<file path="src/rtl/cpu_fetch_pkg.sv">
// Shared fetch/decode types: instruction-buffer entry, NOP encoding, default buffer depth.
// Also holds the helper that decides how many entries a fetch group produces.
package cpu_fetch_pkg;

    typedef struct packed {
        logic [31:0] pc;
        logic [31:0] instr;
        logic        adel;
    } ib_entry_t;

    localparam logic [31:0] NOP_INSTR = 32'h0000_0000;
    localparam int          IB_DEPTH  = 8;

    // A group straddling an 8-byte line, or one that faulted, yields only its first entry.
    function automatic logic [1:0] groupPushCount(input logic cnt2, input logic pc2, input logic adel);
        logic [1:0] n;
        if (cnt2 && !pc2 && !adel) begin
            n = 2'd2;
        end else begin
            n = 2'd1;
        end
        return n;
    endfunction

endpackage

</file>
<file path="src/rtl/inst_fetch_buffer_if.sv">
// Fetch-side and decode-side handshake bundle of the instruction buffer.
// master = the surrounding pipeline (fetch + decode), slave = the buffer itself.
interface inst_fetch_buffer_if;

    logic        in_valid;
    logic        in_cnt2;
    logic [31:0] in_pc;
    logic [31:0] in_instr0;
    logic [31:0] in_instr1;
    logic        in_adel;
    logic        in_ready;
    logic        out_valid;
    logic [31:0] out_instr;
    logic [31:0] out_pc;
    logic        out_adel;
    logic        out_ready;

    modport master (
        output in_valid, in_cnt2, in_pc, in_instr0, in_instr1, in_adel, out_ready,
        input  in_ready, out_valid, out_instr, out_pc, out_adel
    );

    modport slave (
        input  in_valid, in_cnt2, in_pc, in_instr0, in_instr1, in_adel, out_ready,
        output in_ready, out_valid, out_instr, out_pc, out_adel
    );

endinterface

</file>
<file path="src/rtl/ib_storage.sv">
// Instruction-buffer register file: two write ports (one fetch group), one asynchronous read port.
// The two write addresses of a group are always distinct because DEPTH >= 4.
module ib_storage
    import cpu_fetch_pkg::*;
#(
    parameter int DEPTH = IB_DEPTH,
    parameter int PTR_W = $clog2(DEPTH)
) (
    input  logic             clk,
    input  logic             resetn,
    input  logic             we0,
    input  logic [PTR_W-1:0] waddr0,
    input  ib_entry_t        wdata0,
    input  logic             we1,
    input  logic [PTR_W-1:0] waddr1,
    input  ib_entry_t        wdata1,
    input  logic [PTR_W-1:0] raddr,
    output ib_entry_t        rdata
);

    ib_entry_t mem_r [DEPTH];

    // Entry array: cleared on reset, written by up to two ports per cycle.
    always_ff @(posedge clk or negedge resetn) begin
        if (!resetn) begin
            for (int i = 0; i < DEPTH; i++) begin
                mem_r[i] <= {$bits(ib_entry_t){1'b0}};
            end
        end else begin
            if (we0) begin
                mem_r[waddr0] <= wdata0;
            end
            if (we1) begin
                mem_r[waddr1] <= wdata1;
            end
        end
    end

    assign rdata = mem_r[raddr];

endmodule

</file>
<file path="src/rtl/inst_fetch_buffer.sv">
// Instruction buffer between I-cache fetch and decode: takes 1-2 instructions per cycle,
// issues one per cycle with PC and fetch-exception tag; flush drops everything.
module inst_fetch_buffer
    import cpu_fetch_pkg::*;
#(
    parameter int DEPTH = IB_DEPTH
) (
    input  logic                clk,
    input  logic                resetn,
    input  logic                flush,
    inst_fetch_buffer_if.slave  ib
);

    localparam int PTR_W = $clog2(DEPTH);

    logic [PTR_W-1:0] rdPtr_r;
    logic [PTR_W-1:0] wrPtr_r;
    logic [PTR_W:0]   count_r;
    logic             inReady_r;
    logic             outValid_r;

    logic             pushEn_s;
    logic             popEn_s;
    logic [1:0]       pushN_s;
    logic [PTR_W:0]   countNext_s;
    logic [PTR_W-1:0] rdPtrNext_s;
    logic [PTR_W-1:0] wrPtrNext_s;
    ib_entry_t        wdata0_s;
    ib_entry_t        wdata1_s;
    ib_entry_t        head_s;

    assign pushEn_s = ib.in_valid & inReady_r;
    assign popEn_s  = outValid_r & ib.out_ready;

    // Entries produced by this cycle's push (0 when no push happens).
    always_comb begin
        pushN_s = 2'd0;
        if (pushEn_s) begin
            pushN_s = groupPushCount(ib.in_cnt2, ib.in_pc[2], ib.in_adel);
        end else begin
            pushN_s = 2'd0;
        end
    end

    // Next pointer/count state; flush wins over any same-cycle push or pop.
    always_comb begin
        countNext_s = count_r;
        rdPtrNext_s = rdPtr_r;
        wrPtrNext_s = wrPtr_r;
        if (flush) begin
            countNext_s = {(PTR_W+1){1'b0}};
            rdPtrNext_s = {PTR_W{1'b0}};
            wrPtrNext_s = {PTR_W{1'b0}};
        end else begin
            countNext_s = count_r + {{(PTR_W-1){1'b0}}, pushN_s} - {{PTR_W{1'b0}}, popEn_s};
            rdPtrNext_s = rdPtr_r + {{(PTR_W-1){1'b0}}, popEn_s};
            wrPtrNext_s = wrPtr_r + PTR_W'(pushN_s);
        end
    end

    // Pointer, occupancy and registered handshake flags (in_ready never sees out_ready combinationally).
    always_ff @(posedge clk or negedge resetn) begin
        if (!resetn) begin
            rdPtr_r    <= {PTR_W{1'b0}};
            wrPtr_r    <= {PTR_W{1'b0}};
            count_r    <= {(PTR_W+1){1'b0}};
            inReady_r  <= 1'b1;
            outValid_r <= 1'b0;
        end else begin
            rdPtr_r    <= rdPtrNext_s;
            wrPtr_r    <= wrPtrNext_s;
            count_r    <= countNext_s;
            inReady_r  <= (countNext_s <= (PTR_W+1)'(DEPTH - 2));
            outValid_r <= (countNext_s != {(PTR_W+1){1'b0}});
        end
    end

    assign wdata0_s = '{pc: ib.in_pc, instr: ib.in_instr0, adel: ib.in_adel};
    assign wdata1_s = '{pc: ib.in_pc + 32'd4, instr: ib.in_instr1, adel: 1'b0};

    ib_storage #(
        .DEPTH (DEPTH),
        .PTR_W (PTR_W)
    ) u_storage (
        .clk    (clk),
        .resetn (resetn),
        .we0    (pushEn_s & ~flush),
        .waddr0 (wrPtr_r),
        .wdata0 (wdata0_s),
        .we1    ((pushN_s == 2'd2) & ~flush),
        .waddr1 (wrPtr_r + PTR_W'(1)),
        .wdata1 (wdata1_s),
        .raddr  (rdPtr_r),
        .rdata  (head_s)
    );

    assign ib.in_ready  = inReady_r;
    assign ib.out_valid = outValid_r;

    // Head presentation; an empty buffer shows a clean NOP so decode never raises RI on stale data.
    always_comb begin
        ib.out_instr = NOP_INSTR;
        ib.out_pc    = 32'h0000_0000;
        ib.out_adel  = 1'b0;
        if (outValid_r) begin
            ib.out_instr = head_s.instr;
            ib.out_pc    = head_s.pc;
            ib.out_adel  = head_s.adel;
        end else begin
            ib.out_instr = NOP_INSTR;
            ib.out_pc    = 32'h0000_0000;
            ib.out_adel  = 1'b0;
        end
    end

endmodule

</file>
<file path="src/flat_wrapper.sv">
// flat-port wrapper written by rule: the top's interface ports become plain ports
module inst_fetch_buffer_flat import cpu_fetch_pkg::*;
#(
    parameter int DEPTH = IB_DEPTH
)
  (clk, resetn, flush, ib_in_valid, ib_in_cnt2, ib_in_pc, ib_in_instr0, ib_in_instr1, ib_in_adel, ib_out_ready, ib_in_ready, ib_out_valid, ib_out_instr, ib_out_pc, ib_out_adel);
  inst_fetch_buffer_if ib_i ();
  input  logic clk;
  input  logic resetn;
  input  logic flush;
  input wire logic [$bits(ib_i.in_valid)-1:0] ib_in_valid;
  input wire logic [$bits(ib_i.in_cnt2)-1:0] ib_in_cnt2;
  input wire logic [$bits(ib_i.in_pc)-1:0] ib_in_pc;
  input wire logic [$bits(ib_i.in_instr0)-1:0] ib_in_instr0;
  input wire logic [$bits(ib_i.in_instr1)-1:0] ib_in_instr1;
  input wire logic [$bits(ib_i.in_adel)-1:0] ib_in_adel;
  input wire logic [$bits(ib_i.out_ready)-1:0] ib_out_ready;
  output wire logic [$bits(ib_i.in_ready)-1:0] ib_in_ready;
  output wire logic [$bits(ib_i.out_valid)-1:0] ib_out_valid;
  output wire logic [$bits(ib_i.out_instr)-1:0] ib_out_instr;
  output wire logic [$bits(ib_i.out_pc)-1:0] ib_out_pc;
  output wire logic [$bits(ib_i.out_adel)-1:0] ib_out_adel;
  assign ib_i.in_valid = ib_in_valid;
  assign ib_i.in_cnt2 = ib_in_cnt2;
  assign ib_i.in_pc = ib_in_pc;
  assign ib_i.in_instr0 = ib_in_instr0;
  assign ib_i.in_instr1 = ib_in_instr1;
  assign ib_i.in_adel = ib_in_adel;
  assign ib_i.out_ready = ib_out_ready;
  assign ib_in_ready = ib_i.in_ready;
  assign ib_out_valid = ib_i.out_valid;
  assign ib_out_instr = ib_i.out_instr;
  assign ib_out_pc = ib_i.out_pc;
  assign ib_out_adel = ib_i.out_adel;
  inst_fetch_buffer #(.DEPTH(DEPTH)) u_core (.clk(clk), .resetn(resetn), .flush(flush), .ib(ib_i));
endmodule
</file>
<file path="config.mk">
export PLATFORM = sky130hd
export DESIGN_NAME = inst_fetch_buffer_flat
export DESIGN_NICKNAME = d
export VERILOG_FILES = /design/src/rtl/cpu_fetch_pkg.sv /design/src/rtl/inst_fetch_buffer_if.sv /design/src/rtl/ib_storage.sv /design/src/rtl/inst_fetch_buffer.sv /design/src/flat_wrapper.sv
export SDC_FILE = /design/constraint.sdc
export NUM_CORES = 1
export LEC_CHECK = 0
export CAP_MARGIN = 20
export CORE_MARGIN = 5
export CORE_UTILIZATION = 50
export CTS_CLUSTER_SIZE = 12
export DETAILED_ROUTE_END_ITERATION = 6
export PLACE_DENSITY = 0.79
export SLEW_MARGIN = 20
export SYNTH_ARGS = -nofsm -noshare
export SYNTH_HDL_FRONTEND = slang
export SYNTH_SLANG_ARGS = --single-unit
</file>
<file path="constraint.sdc">
create_clock -name clk -period 3.4 [get_ports clk]
set_input_delay 0.68 -clock clk [delete_from_list [all_inputs] [get_ports clk]]
set_output_delay 0.68 -clock clk [all_outputs]
set_load 0.01 [all_outputs]
</file>
==> flow_summary.ini <==
[route]
detail-route-antenna-nets = 0
drtPass1Iterations = 7
viasPerCell = 6.41
dr_total_vias = 23200
drcViolationCount = 2
drt-wirelength-per-cell_um = 25.0
drtIter0Drc = 2848
drt_wl_total_mm = 90.3

[outcome]
status = finished, violations left
violations = design-rule violations, negative hold slack

[placed_design]
port_buffers = 169
dp.final_hpwl_mm = 54.5
dpl_worst_slack_ns = -0.0815
place_congestion = 0.896
place_area_mm2 = 0.0317

[grt]
gr-usage-all-layers = 0.279
antenna_found_initial = 5
grt_max_degree = 103
gr-total-overflow = 0
first_global_vias = 23800
grt_pass1_wl_mm = 139

[setup_path]
path_delay_family = buffers and inverters
crit_buf_inv = 5
critPathRequiredTime_ns = 2.72
crit_type = reg2out
cp_cell_sequence = buf_8 -> buf_16 -> buf_12 -> buf_4 -> mux4_2 -> mux2i_1 -> nor2b_1 -> dlygate4sd2_1
arrival_ns = 2.69
rr_worst_depth = 7
regToRegSetupSlack_ns = 0.54
timing.rr.end = u_core.u_storage.mem_r[163]$_DFF_PN0_
timing.rr.start = u_core.wrPtr_r[0]$_DFF_PN0_
max_stage_delay_ns = 0.53
end_kind = output port
critical_path.endpoint = ib_out_instr[19]
crit_path_max_fanout = 8
crit_cells = 8
startpoint = u_core.rdPtr_r[0]$_DFF_PN0_
cpMaxStageDelayCell = mux4_2
worst_setup_path_start_kind = flop

[synth]
yosys_warnings = 0
yosysUniqueCellTypes = 53
avgSynthCellArea_um2 = 10.6
async_reset_ff_frac = 1.00
synth_cells = 2705
syn_nets = 2820
ys_seq_area_frac = 0.463
syn-cell-area_mm2 = 0.0288
synthFlopType = dfrtp_1
ys_ff_latch = 532
synth_edf_count = 0

[cts]
cts_htree_levels = 2
clk_latency_ns = 0.62
cts_inserted_buffers = 56
hold_buffers = 0
cts_tree = done
clock_path_buffers = 3
path_clk_slew_ns = 0.06
cts-root-buf = clkbuf_16
clkSinkCount = 532

[sta]
fin_skew_ns = 0.0130
fin_crit_sh = 0.992
finalHoldViolations = 7
hold_slack_ns = -0.0200
rsz0062_at_grt = true
worst_pin_slew_ns = 1.04
setup-violations-final = 0
setup_ws_ns = 0.0275
fmaxAchievable_mhz = 297
slew_viol_final = 0
relSlewSlack = 0.302
period_needed_ns = 3.37

[final_layout]
area_delta_synth_final_pct = 18.7
final_common_cell = dfrtp_1
drive_gt1_frac = 0.191
finalInstanceArea_mm2 = 0.0341
layout_common_cells = dfrtp_1, nand2_1, mux2i_1
layout.nets = 2925

[die]
fp.dieW_um = 250
dieArea_mm2 = 0.0624
io_pins = 170
core-area_mm2 = 0.0574
start_util = 0.501
rows = 88
die_y_um = 250

[min_path]
hp-class = in2async

[power_and_ir_drop]
p_per_area_mw_per_mm2 = 671
p_total_mw = 22.9
p_leak_nw = 16.5
ir_drop_mv = 0.459

[run]
cap_violations = 0
[cell families (layout without fill, tap and decap cells)]
group | Yosys count | after routing | share of synthesized area
AO/OA/AOI/OAI | 504 | 504 | 0.0929
XOR/XNOR | 17 | 17 | 0.00609
adder cells (fa/ha/maj) | 12 | 12 | 0.00574
buffers and inverters | 309 | 454 | 0.0501
flip-flops | 532 | 532 | 0.463
multiplexers | 585 | 585 | 0.264
other | 0 | 1 | 0
AND/OR/NAND/NOR | 746 | 746 | 0.118
[worst reg2reg max path, cell delays in order (launching register included)]
cell	delay, ns
dfrtp_1	0.53
ha_1	0.63
or3_1	0.28
nor4_4	0.07
buf_12	0.19
nor2_1	0.81
nand2_1	0.17
nand2_1	0.11
[report_power, final]
part           internal (mW)  switching [mW]  total, mW
Sequential              8.04           0.984       9.02
Clock                   3.32            2.54       5.86
Combinational           4.32            3.72       8.04
[registers in the layout, summed over array words and instances (netlist names)]
register,flops
u_core.ib.out_valid,1
u_core.u_storage.mem_r,520
u_core.ib.in_ready,1
u_core.rdPtr_r,3
u_core.count_r,4
u_core.wrPtr_r,3
[what timing repair did]
action / CTS / global route
cloned: 3 / 2
buffers inserted: 9 / 18
setup endpoints to repair: 63 / 42
resized for setup: 51 / 79
[stage by stage]
| step | TNS [ns] | instances | util | hold slack, ns |
|---|---|---|---|---|
| floorplan | 0 | 2705 | - | 0.384 |
| global placement | -0.122 | 3485 | 0.552 | 0.444 |
| detailed placement | -0.0815 | 3485 | 0.552 | 0.456 |
| CTS | -4.28 | 3595 | 0.586 | 0.0194 |
| global route | -0.133 | 3615 | 0.595 | 0.0290 |
| finish | 0 | 3616 | 0.595 | -0.0200 |
[metal layers]
metal	part of all wire	wire (µm)	up-vias	GRT usage
met5	0.00063	57	-	0
met4	0.044	3940	10	0.108
met3	0.11	9980	375	0.0778
met2	0.47	42500	1536	0.444
met1	0.37	33900	11500	0.367
li1	-	-	9747	-
[synthesized netlist by cell type, types with 5 or more instances]
cell        n  share of area
nand4_2     5         0.0022
buf_4      43          0.011
nand2_1   460          0.060
o32ai_1     5         0.0015
mux2_2     94          0.037
clkbuf_1  126          0.016
nand4_1    11         0.0024
ha_1       10         0.0043
inv_1      10         0.0013
a21oi_1   115          0.020
buf_2      94          0.016
mux2i_1   361           0.13
xor2_1      5         0.0015
mux4_2    130           0.10
o22ai_1    61          0.013
and3_1     23         0.0050
or3_1       5         0.0011
a221oi_1    7         0.0021
nand3_1    21         0.0037
nor4_4      7         0.0052
nor3_1      8         0.0014
xnor2_1    10         0.0030
nor2b_1    72          0.016
nor2_1    107          0.014
buf_1      34         0.0044
o21ai_0   306          0.053
dfrtp_1   531           0.46
[worst min path at each step]
stage                                                  to  slack, ns  depth (start not counted)
CTS                 u_core.u_storage.mem_r[400]$_DFF_PN0_       0.02                          1
finish              u_core.u_storage.mem_r[205]$_DFF_PN0_      -0.02                          1
detailed placement   u_core.u_storage.mem_r[60]$_DFF_PN0_       0.46                          2
global route        u_core.u_storage.mem_r[205]$_DFF_PN0_       0.03                          1
floorplan                     u_core.count_r[0]$_DFF_PN0_       0.38                          0
global placement     u_core.u_storage.mem_r[33]$_DFF_PN0_       0.44                          2
[layout make-up]
cell class,count,area (µm²)
Tap cell,765,957
Inverter,11,41.3
Fill cell,4432,23200
Multi-Input combinational cell,1864,14300
Clock inverter,5,40.0
Antenna cell,1,2.50
Timing Repair Buffer,345,3770
Clock buffer,93,1670
Sequential cell,532,13300
(Power assumes the default switching activity.)
